$ cat src/rtl/axil_cmd_master_if.sv
// AXI-Lite bus bundle shared by the command master and its slave.
// Master drives aw/w/ar/bready/rready; slave drives the rest.
interface AXIL_IF #(
    parameter int ADDR_WIDTH = 16,
    parameter int DATA_WIDTH = 32
);
    localparam int STRB_WIDTH = DATA_WIDTH / 8;

    logic [ADDR_WIDTH-1:0] awaddr;
    logic [2:0]            awprot;
    logic                  awvalid;
    logic                  awready;
    logic [DATA_WIDTH-1:0] wdata;
    logic [STRB_WIDTH-1:0] wstrb;
    logic                  wvalid;
    logic                  wready;
    logic [1:0]            bresp;
    logic                  bvalid;
    logic                  bready;
    logic [ADDR_WIDTH-1:0] araddr;
    logic [2:0]            arprot;
    logic                  arvalid;
    logic                  arready;
    logic [DATA_WIDTH-1:0] rdata;
    logic [1:0]            rresp;
    logic                  rvalid;
    logic                  rready;

    modport master (
        output awaddr, awprot, awvalid, input awready,
        output wdata, wstrb, wvalid, input wready,
        input bresp, bvalid, output bready,
        output araddr, arprot, arvalid, input arready,
        input rdata, rresp, rvalid, output rready
    );

    modport slave (
        input awaddr, awprot, awvalid, output awready,
        input wdata, wstrb, wvalid, output wready,
        output bresp, bvalid, input bready,
        input araddr, arprot, arvalid, output arready,
        output rdata, rresp, rvalid, input rready
    );
endinterface

$ cat src/rtl/axil_cmd_master.sv
// One-at-a-time command port to AXI-Lite master, single-cycle response pulse.
// Optional wait timeout: define AXIL_CMD_MASTER_TIMEOUT_EN.
module axil_cmd_master #(
    parameter int ADDR_WIDTH     = 16,
    parameter int DATA_WIDTH     = 32,
    parameter int TIMEOUT_CYCLES = 1024,
    localparam int STRB_WIDTH    = DATA_WIDTH / 8
) (
    input  logic                  clk,
    input  logic                  reset,
    input  logic                  cmd_valid,
    output logic                  cmd_ready,
    input  logic                  cmd_write,
    input  logic [ADDR_WIDTH-1:0] cmd_addr,
    input  logic [DATA_WIDTH-1:0] cmd_wdata,
    input  logic [STRB_WIDTH-1:0] cmd_wstrb,
    output logic                  rsp_valid,
    output logic                  rsp_write,
    output logic [DATA_WIDTH-1:0] rsp_rdata,
    output logic [1:0]            rsp_resp,
    output logic                  rsp_timeout,
    AXIL_IF.master                axil_if
);

    typedef enum logic [2:0] {
        IDLE,
        WR_AW_W,
        WR_B,
        RD_AR,
        RD_R,
        RESP
    } state_t;

    state_t state;
    logic   wr_q;
    logic   aw_hs, w_hs, b_hs, ar_hs, r_hs;
    logic   adv;
    logic   tmo;
    logic   tmo_fire;

    assign aw_hs = axil_if.awvalid & axil_if.awready;
    assign w_hs  = axil_if.wvalid & axil_if.wready;
    assign b_hs  = axil_if.bvalid & axil_if.bready;
    assign ar_hs = axil_if.arvalid & axil_if.arready;
    assign r_hs  = axil_if.rvalid & axil_if.rready;

    assign axil_if.awprot = 3'b000;
    assign axil_if.arprot = 3'b000;

    // Normal progress this cycle; a real handshake wins over a coincident timeout.
    always_comb begin
        adv = 1'b0;
        unique case (state)
            WR_AW_W: adv = (aw_hs | ~axil_if.awvalid) & (w_hs | ~axil_if.wvalid);
            WR_B:    adv = b_hs;
            RD_AR:   adv = ar_hs;
            RD_R:    adv = r_hs;
            default: adv = 1'b0;
        endcase
    end

    assign tmo_fire = tmo & ~adv;

`ifdef AXIL_CMD_MASTER_TIMEOUT_EN
    localparam int CW = $clog2(TIMEOUT_CYCLES + 1);

    state_t        state_q;
    logic [CW-1:0] cnt;
    logic [CW-1:0] cnt_eff;
    logic          busy;

    assign busy    = (state == WR_AW_W) | (state == WR_B) |
                     (state == RD_AR) | (state == RD_R);
    assign cnt_eff = (state != state_q) ? '0 : cnt;
    assign tmo     = busy & (cnt_eff == CW'(TIMEOUT_CYCLES - 1));

    always_ff @(posedge clk) begin
        if (reset) begin
            state_q <= IDLE;
            cnt     <= '0;
        end else begin
            state_q <= state;
            cnt     <= busy ? cnt_eff + 1'b1 : '0;
        end
    end
`else
    assign tmo = (TIMEOUT_CYCLES < 0);
`endif

    always_ff @(posedge clk) begin
        if (reset) begin
            state           <= IDLE;
            wr_q            <= 1'b0;
            cmd_ready       <= 1'b1;
            rsp_valid       <= 1'b0;
            rsp_write       <= 1'b0;
            rsp_rdata       <= '0;
            rsp_resp        <= 2'b00;
            rsp_timeout     <= 1'b0;
            axil_if.awaddr  <= '0;
            axil_if.awvalid <= 1'b0;
            axil_if.wdata   <= '0;
            axil_if.wstrb   <= '0;
            axil_if.wvalid  <= 1'b0;
            axil_if.bready  <= 1'b0;
            axil_if.araddr  <= '0;
            axil_if.arvalid <= 1'b0;
            axil_if.rready  <= 1'b0;
        end else if (tmo_fire) begin
            // Debug recovery: abandons the bus, even a valid still waiting on ready.
            axil_if.awvalid <= 1'b0;
            axil_if.wvalid  <= 1'b0;
            axil_if.bready  <= 1'b0;
            axil_if.arvalid <= 1'b0;
            axil_if.rready  <= 1'b0;
            rsp_valid       <= 1'b1;
            rsp_write       <= wr_q;
            rsp_rdata       <= '0;
            rsp_resp        <= 2'b10;
            rsp_timeout     <= 1'b1;
            state           <= RESP;
        end else begin
            unique case (state)
                IDLE: begin
                    if (cmd_valid) begin
                        cmd_ready <= 1'b0;
                        wr_q      <= cmd_write;
                        if (cmd_write) begin
                            axil_if.awaddr  <= cmd_addr;
                            axil_if.wdata   <= cmd_wdata;
                            axil_if.wstrb   <= cmd_wstrb;
                            axil_if.awvalid <= 1'b1;
                            axil_if.wvalid  <= 1'b1;
                            state           <= WR_AW_W;
                        end else begin
                            axil_if.araddr  <= cmd_addr;
                            axil_if.arvalid <= 1'b1;
                            state           <= RD_AR;
                        end
                    end
                end
                WR_AW_W: begin
                    if (aw_hs) axil_if.awvalid <= 1'b0;
                    if (w_hs)  axil_if.wvalid  <= 1'b0;
                    if (adv) begin
                        axil_if.bready <= 1'b1;
                        state          <= WR_B;
                    end
                end
                WR_B: begin
                    if (b_hs) begin
                        axil_if.bready <= 1'b0;
                        rsp_valid      <= 1'b1;
                        rsp_write      <= 1'b1;
                        rsp_rdata      <= '0;
                        rsp_resp       <= axil_if.bresp;
                        rsp_timeout    <= 1'b0;
                        state          <= RESP;
                    end
                end
                RD_AR: begin
                    if (ar_hs) begin
                        axil_if.arvalid <= 1'b0;
                        axil_if.rready  <= 1'b1;
                        state           <= RD_R;
                    end
                end
                RD_R: begin
                    if (r_hs) begin
                        axil_if.rready <= 1'b0;
                        rsp_valid      <= 1'b1;
                        rsp_write      <= 1'b0;
                        rsp_rdata      <= axil_if.rdata;
                        rsp_resp       <= axil_if.rresp;
                        rsp_timeout    <= 1'b0;
                        state          <= RESP;
                    end
                end
                RESP: begin
                    rsp_valid <= 1'b0;
                    cmd_ready <= 1'b1;
                    state     <= IDLE;
                end
                default: begin
                    cmd_ready <= 1'b1;
                    state     <= IDLE;
                end
            endcase
        end
    end

endmodule

$ cat src/flat_wrapper.sv
// flat-port wrapper written by rule: the top's interface ports become plain ports
module axil_cmd_master_flat 
#(
    parameter int ADDR_WIDTH     = 16,
    parameter int DATA_WIDTH     = 32,
    parameter int TIMEOUT_CYCLES = 1024,
    localparam int STRB_WIDTH    = DATA_WIDTH / 8
)
  (clk, reset, cmd_valid, cmd_ready, cmd_write, cmd_addr, cmd_wdata, cmd_wstrb, rsp_valid, rsp_write, rsp_rdata, rsp_resp, rsp_timeout, axil_if_awaddr, axil_if_awprot, axil_if_awvalid, axil_if_awready, axil_if_wdata, axil_if_wstrb, axil_if_wvalid, axil_if_wready, axil_if_bresp, axil_if_bvalid, axil_if_bready, axil_if_araddr, axil_if_arprot, axil_if_arvalid, axil_if_arready, axil_if_rdata, axil_if_rresp, axil_if_rvalid, axil_if_rready);
  AXIL_IF #(.ADDR_WIDTH(ADDR_WIDTH), .DATA_WIDTH(DATA_WIDTH)) axil_if_i ();
  input  logic clk;
  input  logic reset;
  input  logic cmd_valid;
  output logic cmd_ready;
  input  logic cmd_write;
  input  logic [ADDR_WIDTH-1:0] cmd_addr;
  input  logic [DATA_WIDTH-1:0] cmd_wdata;
  input  logic [STRB_WIDTH-1:0] cmd_wstrb;
  output logic rsp_valid;
  output logic rsp_write;
  output logic [DATA_WIDTH-1:0] rsp_rdata;
  output logic [1:0] rsp_resp;
  output logic rsp_timeout;
  output wire logic [$bits(axil_if_i.awaddr)-1:0] axil_if_awaddr;
  output wire logic [$bits(axil_if_i.awprot)-1:0] axil_if_awprot;
  output wire logic [$bits(axil_if_i.awvalid)-1:0] axil_if_awvalid;
  input wire logic [$bits(axil_if_i.awready)-1:0] axil_if_awready;
  output wire logic [$bits(axil_if_i.wdata)-1:0] axil_if_wdata;
  output wire logic [$bits(axil_if_i.wstrb)-1:0] axil_if_wstrb;
  output wire logic [$bits(axil_if_i.wvalid)-1:0] axil_if_wvalid;
  input wire logic [$bits(axil_if_i.wready)-1:0] axil_if_wready;
  input wire logic [$bits(axil_if_i.bresp)-1:0] axil_if_bresp;
  input wire logic [$bits(axil_if_i.bvalid)-1:0] axil_if_bvalid;
  output wire logic [$bits(axil_if_i.bready)-1:0] axil_if_bready;
  output wire logic [$bits(axil_if_i.araddr)-1:0] axil_if_araddr;
  output wire logic [$bits(axil_if_i.arprot)-1:0] axil_if_arprot;
  output wire logic [$bits(axil_if_i.arvalid)-1:0] axil_if_arvalid;
  input wire logic [$bits(axil_if_i.arready)-1:0] axil_if_arready;
  input wire logic [$bits(axil_if_i.rdata)-1:0] axil_if_rdata;
  input wire logic [$bits(axil_if_i.rresp)-1:0] axil_if_rresp;
  input wire logic [$bits(axil_if_i.rvalid)-1:0] axil_if_rvalid;
  output wire logic [$bits(axil_if_i.rready)-1:0] axil_if_rready;
  assign axil_if_awaddr = axil_if_i.awaddr;
  assign axil_if_awprot = axil_if_i.awprot;
  assign axil_if_awvalid = axil_if_i.awvalid;
  assign axil_if_i.awready = axil_if_awready;
  assign axil_if_wdata = axil_if_i.wdata;
  assign axil_if_wstrb = axil_if_i.wstrb;
  assign axil_if_wvalid = axil_if_i.wvalid;
  assign axil_if_i.wready = axil_if_wready;
  assign axil_if_i.bresp = axil_if_bresp;
  assign axil_if_i.bvalid = axil_if_bvalid;
  assign axil_if_bready = axil_if_i.bready;
  assign axil_if_araddr = axil_if_i.araddr;
  assign axil_if_arprot = axil_if_i.arprot;
  assign axil_if_arvalid = axil_if_i.arvalid;
  assign axil_if_i.arready = axil_if_arready;
  assign axil_if_i.rdata = axil_if_rdata;
  assign axil_if_i.rresp = axil_if_rresp;
  assign axil_if_i.rvalid = axil_if_rvalid;
  assign axil_if_rready = axil_if_i.rready;
  axil_cmd_master #(.ADDR_WIDTH(ADDR_WIDTH), .DATA_WIDTH(DATA_WIDTH), .TIMEOUT_CYCLES(TIMEOUT_CYCLES)) u_core (.clk(clk), .reset(reset), .cmd_valid(cmd_valid), .cmd_ready(cmd_ready), .cmd_write(cmd_write), .cmd_addr(cmd_addr), .cmd_wdata(cmd_wdata), .cmd_wstrb(cmd_wstrb), .rsp_valid(rsp_valid), .rsp_write(rsp_write), .rsp_rdata(rsp_rdata), .rsp_resp(rsp_resp), .rsp_timeout(rsp_timeout), .axil_if(axil_if_i));
endmodule
$ cat config.mk
export PLATFORM = sky130hd
export DESIGN_NAME = axil_cmd_master_flat
export DESIGN_NICKNAME = d
export VERILOG_FILES = /design/src/rtl/axil_cmd_master_if.sv /design/src/rtl/axil_cmd_master.sv /design/src/flat_wrapper.sv
export SDC_FILE = /design/constraint.sdc
export NUM_CORES = 1
export LEC_CHECK = 0
export ABC_AREA = 1
export CELL_PAD_IN_SITES_DETAIL_PLACEMENT = 0
export CELL_PAD_IN_SITES_GLOBAL_PLACEMENT = 1
export CORE_MARGIN = 1.5
export CORE_UTILIZATION = 28
export DETAILED_ROUTE_END_ITERATION = 16
export PLACE_DENSITY = 0.83
export SLEW_MARGIN = 20
export SYNTH_ARGS = -nofsm -noshare
export SYNTH_HDL_FRONTEND = slang
export SYNTH_SLANG_ARGS = --single-unit
$ cat constraint.sdc
create_clock -name clk -period 1.75 [get_ports clk]
set_input_delay 0.35 -clock clk [delete_from_list [all_inputs] [get_ports clk]]
set_output_delay 0.35 -clock clk [all_outputs]
set_load 0.005 [all_outputs]
==> impl_metrics.toml <==
[worst_setup_path]
crit_family = "buffers and inverters"
r2r_cells = 6
critical_path.max_fanout = 4
cp-end-kind = "output pin"
critPathSlowestCell = "clkdlybuf4s50_1"
critPathKind = "register to output pin"
cp.arrival_ps = 1320
critPathLaunchType = "register"
cp_slowest_stage_delay_ps = 550
r2r-end = "u_core.rsp_resp[1]"
crit_chain = "clkdlybuf4s50_1"
rrSetupSlack_ps = 280
cp.required_ps = 1400
path_buf_inv = 1
reg2reg_from = "u_core.state[0]"

[yosys]
ys_seq_elements = 113
yosys.cell_count.top_type = "nand2_1"
synth_area_um2 = 4250
async_reset_ff_share_pct = 0
synth-edff-count = 0
synth.largest_area_cell = "dfxtp_1"
synth_top_area_share_pct = 53.2
syn_inst = 535
seq_area_frac_synth_pct = 53.2
syn_avg_cell_area_um2 = 7.94
synth_commonest_cells = "nand2_1, dfxtp_1, a21oi_1, nor2_1, o21ai_0"
yosysWarnings = 0
synth.area.top_cells = "dfxtp_1, nand2_1, a21oi_1"
synth-main-ff-cell = "dfxtp_1"
ys_types = 26

[floorplan]
floorplan.initialDensity_pct = 28.9
dieArea_um2 = 15900
die_w_um = 126
num_rows = 44
die_y_um = 126
core_um2 = 14700
ios = 214

[global_routing]
grt_max_degree = 90
grt_overflow = 0
first_global_vias = 4057
grt_use_total_pct = 16.1
antenna_found_initial = 0
grt_pass1_wl_mm = 20.2

[clock_network]
cts_buffer_depth = 2
h-tree-depth = 4
post_cts_buffers = 0
holdBufCountCts = 0
cts_tree = "built"
clk_pin_slew_ps = 50
insertion_delay_ps = 410
cts-buffers-inserted = 17
cts.sinks = 113
root_buffer = "clkbuf_16"

[flow_run]
maxCapViolCount = 0

[route]
ant_nets = 0
drt-total-wl_mm = 12.6
drc = 0
drtIter0Drc = 192
vias = 4218
vias_per_cell = 4.52
wl_per_cell_um = 13.5
dr.pass1.iters = 4

[timing]
worst_slack_ps = 77.9
drv_slew = 0
hold-worst-slack_ps = 451
rsz0062_at_grt = "false"
period_needed_ps = 1670
finalSetupViolations = 0
finalHoldViolations = 0
fin_crit_sh_pct = 95.5
fmax_mhz = 598
final.setup.tns_ps = 0
fin_skew_ps = 8.44

[worst_hold_path]
hp-class = "primary input to register"
hp-start = "reset"
hold_end = "u_core.cmd_ready"
hold_path_depth = 4

[layout]
antenna_cells = 0
fill_cells = 1406
area.growth.synth_to_final_pct = 66.5
fin_util_pct = 48.1
nets = 834
drive_gt1_share_pct = 7.73

[power]
peakVddDrop_mv = 0.741
p_per_area_nw_per_um2 = 1240
power.leakage_nw = 2.58

[place]
io_buffer_count = 206
dp_slack_ps = 28.8
hpwl_mm = 8.69
place_congestion = 0.730

[status]
status = "completed"
-- cells by family after synthesis --
group,count (synthesis),synth area share (%)
AO/OA/AOI/OAI,117,14.0
buffers and inverters,52,8.04
flip-flops,113,53.2
other,1,0.0883
AND/OR/NAND/NOR,252,24.7
-- per-layer routing --
metal / part of all wire, % / track usage (%) / vias to the layer above / routed length (um)
li1: - / - / 2114 / -
met1: 43 / 18.8 / 1937 / 5420
met2: 48 / 26.8 / 154 / 6090
met3: 7.3 / 6.16 / 13 / 926
met4: 1.4 / 6.02 / 0 / 174
met5: 0 / 0 / - / 0
-- metrics by stage --
| step | instances | total power, mW | instance area, um2 |
|---|---|---|---|
| 5_1_grt | 934 | 9.25 | 7070 |
| 3_5_place_dp | 902 | 4.96 | 6400 |
| 6_report | 934 | 8.78 | 7070 |
| 4_1_cts | 934 | 8.90 | 7070 |
| 2_1_floorplan | 541 | 4.06 | 4270 |
| 3_3_place_gp | 902 | 4.93 | 6400 |
-- registers in the layout, summed over array words and instances (netlist names), 2 cells and up --
register,count
u_core.axil_if.awaddr,16
u_core.rsp_resp,2
u_core.axil_if.araddr,16
u_core.axil_if.wdata,32
u_core.rsp_rdata,32
u_core.axil_if.wstrb,4
u_core.state,3
-- worst max-delay path by stage --
stage | from | to | depth (start not counted)
after floorplan | u_core.state[1] | u_core.axil_if.araddr[10] | 8
after global placement | axil_if_wready | u_core.state[0] | 6
after detailed placement | axil_if_wready | u_core.state[0] | 6
after CTS | u_core.axil_if.rready | axil_if_rready | 1
after global routing | u_core.axil_if.bready | axil_if_bready | 1
final | u_core.axil_if.bready | axil_if_bready | 1
-- area by class of cell --
type	instances	area, um2	area share, %
clock buffer	23	498	7.04
clock inverter	9	175	2.48
inverter	13	56.3	0.796
multi-input combinational	376	1670	23.6
sequential	113	2260	32.0
tap	184	230	3.25
timing repair buffer	216	2180	30.9
-- cells in the final DEF, fill, tap and decap left out, drive strengths merged --
cell and n:
clkbuf 23, a22oi 1, or2 1, o211ai 2
nor3 1, a21oi 92, o21ai 22, nor2 46
dlygate4sd2 1, clkinv 2, buf 11, nand2 190
bufinv 5, dlymetal6s2s 1, clkdlybuf4s50 203, nand4 3
dfxtp 113, clkinvlp 2, nand3 11, inv 13
conb 7
-- where the power goes --
group          internal, mW  switching, mW  total [mW]
sequential             2.85          0.205        3.05
clock                  2.71           1.18        3.89
combinational         0.955          0.883        1.84
-- repair_timing --
| item | CTS | global route |
|---|---|---|
| resized for setup | 2 | 1 |
| setup endpoints to repair | 2 | 1 |
| endpoints found under the hold margin | 0 | 0 |
Power figures use the tool's default switching activity.
